File: config.mk
export PLATFORM = sky130hd
export DESIGN_NAME = xor_seq_detector
export DESIGN_NICKNAME = d
export VERILOG_FILES = /design/src/rtl/xor_seq_detector.sv
export SDC_FILE = /design/constraint.sdc
export NUM_CORES = 1
export LEC_CHECK = 0
export ABC_AREA = 1
export ABC_CLOCK_PERIOD_IN_PS = 2500
export BUFFER_PORTS_ARGS = -buffer_cell sky130_fd_sc_hd__clkbuf_2
export CAP_MARGIN = 0
export CORE_ASPECT_RATIO = 1.5
export CORE_UTILIZATION = 50
export CTS_BUF_LIST = sky130_fd_sc_hd__clkbuf_16
export DETAILED_ROUTE_END_ITERATION = 10
export GPL_TIMING_DRIVEN = 0
export PLACE_DENSITY = 0.86
export SLEW_MARGIN = 10
export SYNTH_ARGS = -nofsm -noshare
export SYNTH_HDL_FRONTEND = slang
export SYNTH_SLANG_ARGS = --single-unit
File: constraint.sdc
create_clock -name clk -period 2.5 [get_ports clk]
set_clock_uncertainty 0.15 [all_clocks]
set_input_delay 0.5 -clock clk [delete_from_list [all_inputs] [get_ports clk]]
set_output_delay 0.5 -clock clk [all_outputs]
set_load 0.05 [all_outputs]
File: src/rtl/xor_seq_detector.sv
// rtl/xor_seq_detector.sv - XOR-reduced serial sequence detector with saturating match count.
// Define XOR_SEQ_STICKY_EN to add the clr_seen input and the sticky seen output.
module xor_seq_detector #(
  parameter int                 N_CH    = 2,
  parameter int                 PAT_LEN = 4,
  parameter logic [PAT_LEN-1:0] PATTERN = 4'b1001,
  parameter int                 OVERLAP = 1,
  parameter int                 CNT_W   = 8
) (
  input  logic                           clk,
  input  logic                           rst,
  input  logic                           en,
  input  logic [N_CH-1:0]                w,
  input  logic                           pat_load,
  input  logic [PAT_LEN-1:0]             pat_in,
`ifdef XOR_SEQ_STICKY_EN
  input  logic                           clr_seen,
  output logic                           seen,
`endif
  output logic                           z,
  output logic [CNT_W-1:0]               match_cnt,
  output logic [$clog2(PAT_LEN+1)-1:0]   fill
);

  localparam int                FILL_W    = $clog2(PAT_LEN + 1);
  localparam logic [FILL_W-1:0] FILL_FULL = FILL_W'(PAT_LEN);
  localparam logic [CNT_W-1:0]  CNT_MAX   = {CNT_W{1'b1}};

  logic [PAT_LEN-1:0] hist_q, hist_d, hist_n;
  logic [PAT_LEN-1:0] pat_q, pat_d;
  logic [FILL_W-1:0]  fill_q, fill_d, fill_n;
  logic [CNT_W-1:0]   cnt_q, cnt_d;
  logic               z_q, z_d;
  logic               hit;

  always_comb begin
    hist_n = {hist_q[PAT_LEN-2:0], ^w};
    fill_n = (fill_q == FILL_FULL) ? fill_q : fill_q + 1'b1;
    // fill guard keeps an all-zero pattern from matching the cleared history
    hit    = en && !pat_load && (fill_n == FILL_FULL) && (hist_n == pat_q);

    hist_d = hist_q;
    pat_d  = pat_q;
    fill_d = fill_q;
    cnt_d  = cnt_q;
    z_d    = 1'b0;

    if (pat_load) begin
      pat_d  = pat_in;
      hist_d = '0;
      fill_d = '0;
    end else if (en) begin
      hist_d = hist_n;
      fill_d = fill_n;
      z_d    = hit;
      if (hit) begin
        if (cnt_q != CNT_MAX) cnt_d = cnt_q + 1'b1;
        if (OVERLAP == 0) fill_d = '0;
      end
    end
  end

  always_ff @(posedge clk) begin
    if (rst) begin
      hist_q <= '0;
      pat_q  <= PATTERN;
      fill_q <= '0;
      cnt_q  <= '0;
      z_q    <= 1'b0;
    end else begin
      hist_q <= hist_d;
      pat_q  <= pat_d;
      fill_q <= fill_d;
      cnt_q  <= cnt_d;
      z_q    <= z_d;
    end
  end

  assign z         = z_q;
  assign match_cnt = cnt_q;
  assign fill      = fill_q;

`ifdef XOR_SEQ_STICKY_EN
  logic seen_q, seen_d;

  always_comb begin
    seen_d = seen_q;
    if (hit) seen_d = 1'b1;
    else if (clr_seen) seen_d = 1'b0;
  end

  always_ff @(posedge clk) begin
    if (rst) seen_q <= 1'b0;
    else     seen_q <= seen_d;
  end

  assign seen = seen_q;
`endif

endmodule

==> summary.txt <==
Outcome
  • Outcome: complete, no violations

Timing
  • Final Hold Viols: 0
  • Setup violations, final: 0
  • Fmax: 0.532 GHz
  • Worst-Margin Slew: 0.348 ns
  • Tmin final: 1.88 ns
  • RSZ-0062 raised after global routing: false
  • Period utilisation layout: 0.752
  • Worst slew margin: 0.767
  • Max-slew violations: 0
  • Setup TNS: 0 ns

Floorplanning
  • Initial Util: 0.531
  • Row count: 20
  • Die area: 2350 sq um
  • Die height: between 50 and 60 um
  • Core Footprint: 2030 sq um
  • Die width: 39.9 um
  • I/O pin total: 22

Critical path
  • Worst r2r src: fill[0]
  • WP data required: 2.50 ns
  • Slowest stage cell, crit path: dfxtp_1
  • CP Data Arrival Time: 1.88 ns
  • Worst Setup Path Type: flop to flop
  • Critical path, cell by cell: inv_1, ha_1, nand2_1, nand2_1, nand2_1, nand3_2, nor2_8, nand3_4, nor2_1, nor2_1
  • Crit path launch type: flop
  • Nature of the critical path endpoint: flop
  • Critical Path Max Stage Delay: 0.40 ns
  • R2R setup slack: 0.62 ns
  • Crit path max-delay family: simple AND/OR/NAND/NOR gates
  • Reg-to-reg endpoint: match_cnt[0]
  • R2R depth: 10
  • Cell mode on critical path: nand2_1
  • Critical path peak fanout: 9
  • Stages on the worst setup path: 10
  • WP buf/inv: 1

Clocking
  • Clk_lat worst skew: 0.25 ns
  • Post_cts resized: 0
  • CTS tree: done
  • Root buffer cell: clkbuf_16
  • Num Clock Sinks: 19
  • Reg clk slew, reported paths: about 0.05 ns
  • H-tree Lvls: 1
  • Num CTS Buffers: 3
  • Clock tree buffer depth: 2
  • # hold bufs at CTS: 0
  • Setup repair bufs after CTS: 0

Final layout
  • Finished Layout Cells: 199
  • Ant diodes: 0
  • Final Cell Area: ~1300 sq um
  • Most frequent cells in the layout: 40 x nand2_1, 26 x inv_1, 20 x clkbuf_2, 19 x dfxtp_1, 12 x a21oi_1
  • Layout Nets: 191
  • Area growth syn-to-layout: 19.2%
  • Multi-input gate area: approximately 580 sq um
  • FF/Latch Area: approximately 380 sq um
  • Layout fillers: 186
  • Most common cell after layout, fill and taps aside: nand2_1
  • Ratio of cells with drive above 1 in the final layout: 0.220

Placement
  • Dpl cell area: 1200 sq um
  • Placed cells: 195
  • Port Buffers: 20
  • RePlAce Congestion: 0.776
  • Dpl hpwl: 1690 um

Global routing
  • Global Route met3 Usage: 0.0340
  • Antenna violations before repair: 0
  • M1 GR Usage: 0.192
  • GRT Overall Usage: 0.201
  • Grt total ovfl: 0
  • Met2 usage: 0.382
  • First-pass GRT wire length: 3380 um
  • Global routing's busiest layer: met2
  • Largest net degree at the start of global routing: 11
  • Number of global-route vias before repair: a little under 900

Logic synthesis
  • Yosys top cell by area: dfxtp_1
  • Mapped Cells: about 150
  • Netlist cell types: 20
  • Mapped Area: approximately 1100 sq um
  • Syn Nets: around 170
  • Seq/Total Area, Yosys: 0.353
  • Synth Area per Inst: roughly 7.0 sq um
  • Synth area leaders: dfxtp_1 35%, nand2_1 14%, inv_1 8.7%
  • Seq cells post-synth: 19
  • Warnings, synthesis: 0
  • Synth top area share: 0.353

Pwr
  • LEAKAGE: 0.000665 uW
  • Worst vdd ir: 0.464 mV
  • Power Density: 559 nW/um^2

Drt
  • Final WL: between 2000 and 2500 um
  • DR iter-0 viols: 20
  • Total vias in the final route: 1032
  • Wire length per cell: 11.0 um
  • First-pass iteration count of the detailed router: 4
  • Remaining DRCs: 0
  • DR vias/cell: 5.19
  • Post-DRT Antenna Nets: 0

Worst hold path
  • Hold Path Stages: 3
  • Hold path start: pat_in[3]
  • Worst Hold Endpoint: pat_q[3]
  • Hold crit path type: input port to flop

Job
  • MaxCap Viol Count: 0
layer usage:
| metal | routed length (um) | up-vias |
|---|---|---|
| li1 | - | 532 |
| met1 | 877 | 467 |
| met2 | 1190 | 26 |
| met3 | 70 | 7 |
| met4 | 48 | 0 |
| met5 | 0 | - |
report_power, final:
group          total [uW]  internal [uW]  leakage (uW)  switching [uW]
Combinational        76.6           25.3      0.000468            51.3
Sequential            318            312      0.000155            5.96
Clock                 324            213     0.0000423             111
per-stage QoR:
step	setup slack (ns)	power [uW]	hold slack, ns	util
after floorplan	0.426	380	0.293	-
after detailed placement	0.647	400	0.322	0.594
after global placement	0.703	397	0.313	0.594
final	0.619	718	0.322	0.633
after global routing	0.460	744	0.340	0.633
after CTS	0.621	725	0.320	0.633
state kept, by name, indices dropped and copies added, names as in the netlist:
signal / cells
fill: 3
pat_q: 4
z: 1
hist_q: 3
match_cnt: 8
area by class of cell:
cell class | count | share of cell area
timing repair buffer | 20 | 0.0780
inverter | 27 | 0.0789
clock inverter | 1 | 0.00292
sequential | 19 | 0.296
multi-input combinational | 105 | 0.451
tap | 22 | 0.0214
buffer | 2 | 0.0127
clock buffer | 3 | 0.0585
how the worst max path moves through the flow:
stage,startpoint,end,slack (ns)
floorplan,fill[0],match_cnt[0],0.43
global placement,fill[0],match_cnt[6],0.70
detailed placement,fill[0],match_cnt[7],0.65
CTS,fill[0],match_cnt[0],0.62
global route,fill[0],match_cnt[0],0.46
finish,fill[0],match_cnt[0],0.62
logic make-up after synthesis:
family,Yosys count,share of synthesized area
and+or+nand+nor,76,0.362
buffers and inverters,29,0.109
AOI/OAI and AO/OA,23,0.116
DFF,19,0.353
xor gates and xnor gates,3,0.0244
adders and majority gates,3,0.0348
worst register-to-register path, cell delays in order (launching register included):
cell and delay (ns):
dfxtp_1 0.40, inv_1 0.08, ha_1 0.23, nand2_1 0.11, nand2_1 0.06, nand2_1 0.11
nand3_2 0.12, nor2_8 0.19, nand3_4 0.15, nor2_1 0.13, nor2_1 0.05
synthesized netlist by cell type:
| master | n |
|---|---|
| nand2_1 | 40 |
| inv_1 | 25 |
| dfxtp_1 | 19 |
| a21oi_1 | 12 |
| nor2_1 | 11 |
| o21ai_0 | 7 |
| nand4_1 | 6 |
| nand3_1 | 5 |
| nand2_2 | 4 |
| o211ai_1 | 4 |
| ha_1 | 3 |
| nor2_2 | 3 |
| xor2_1 | 3 |
| inv_2 | 2 |
| nand3_2 | 2 |
| nand3b_1 | 2 |
| nor2_8 | 2 |
| buf_2 | 1 |
| buf_6 | 1 |
| nand3_4 | 1 |
Power figures use the tool's default switching activity.
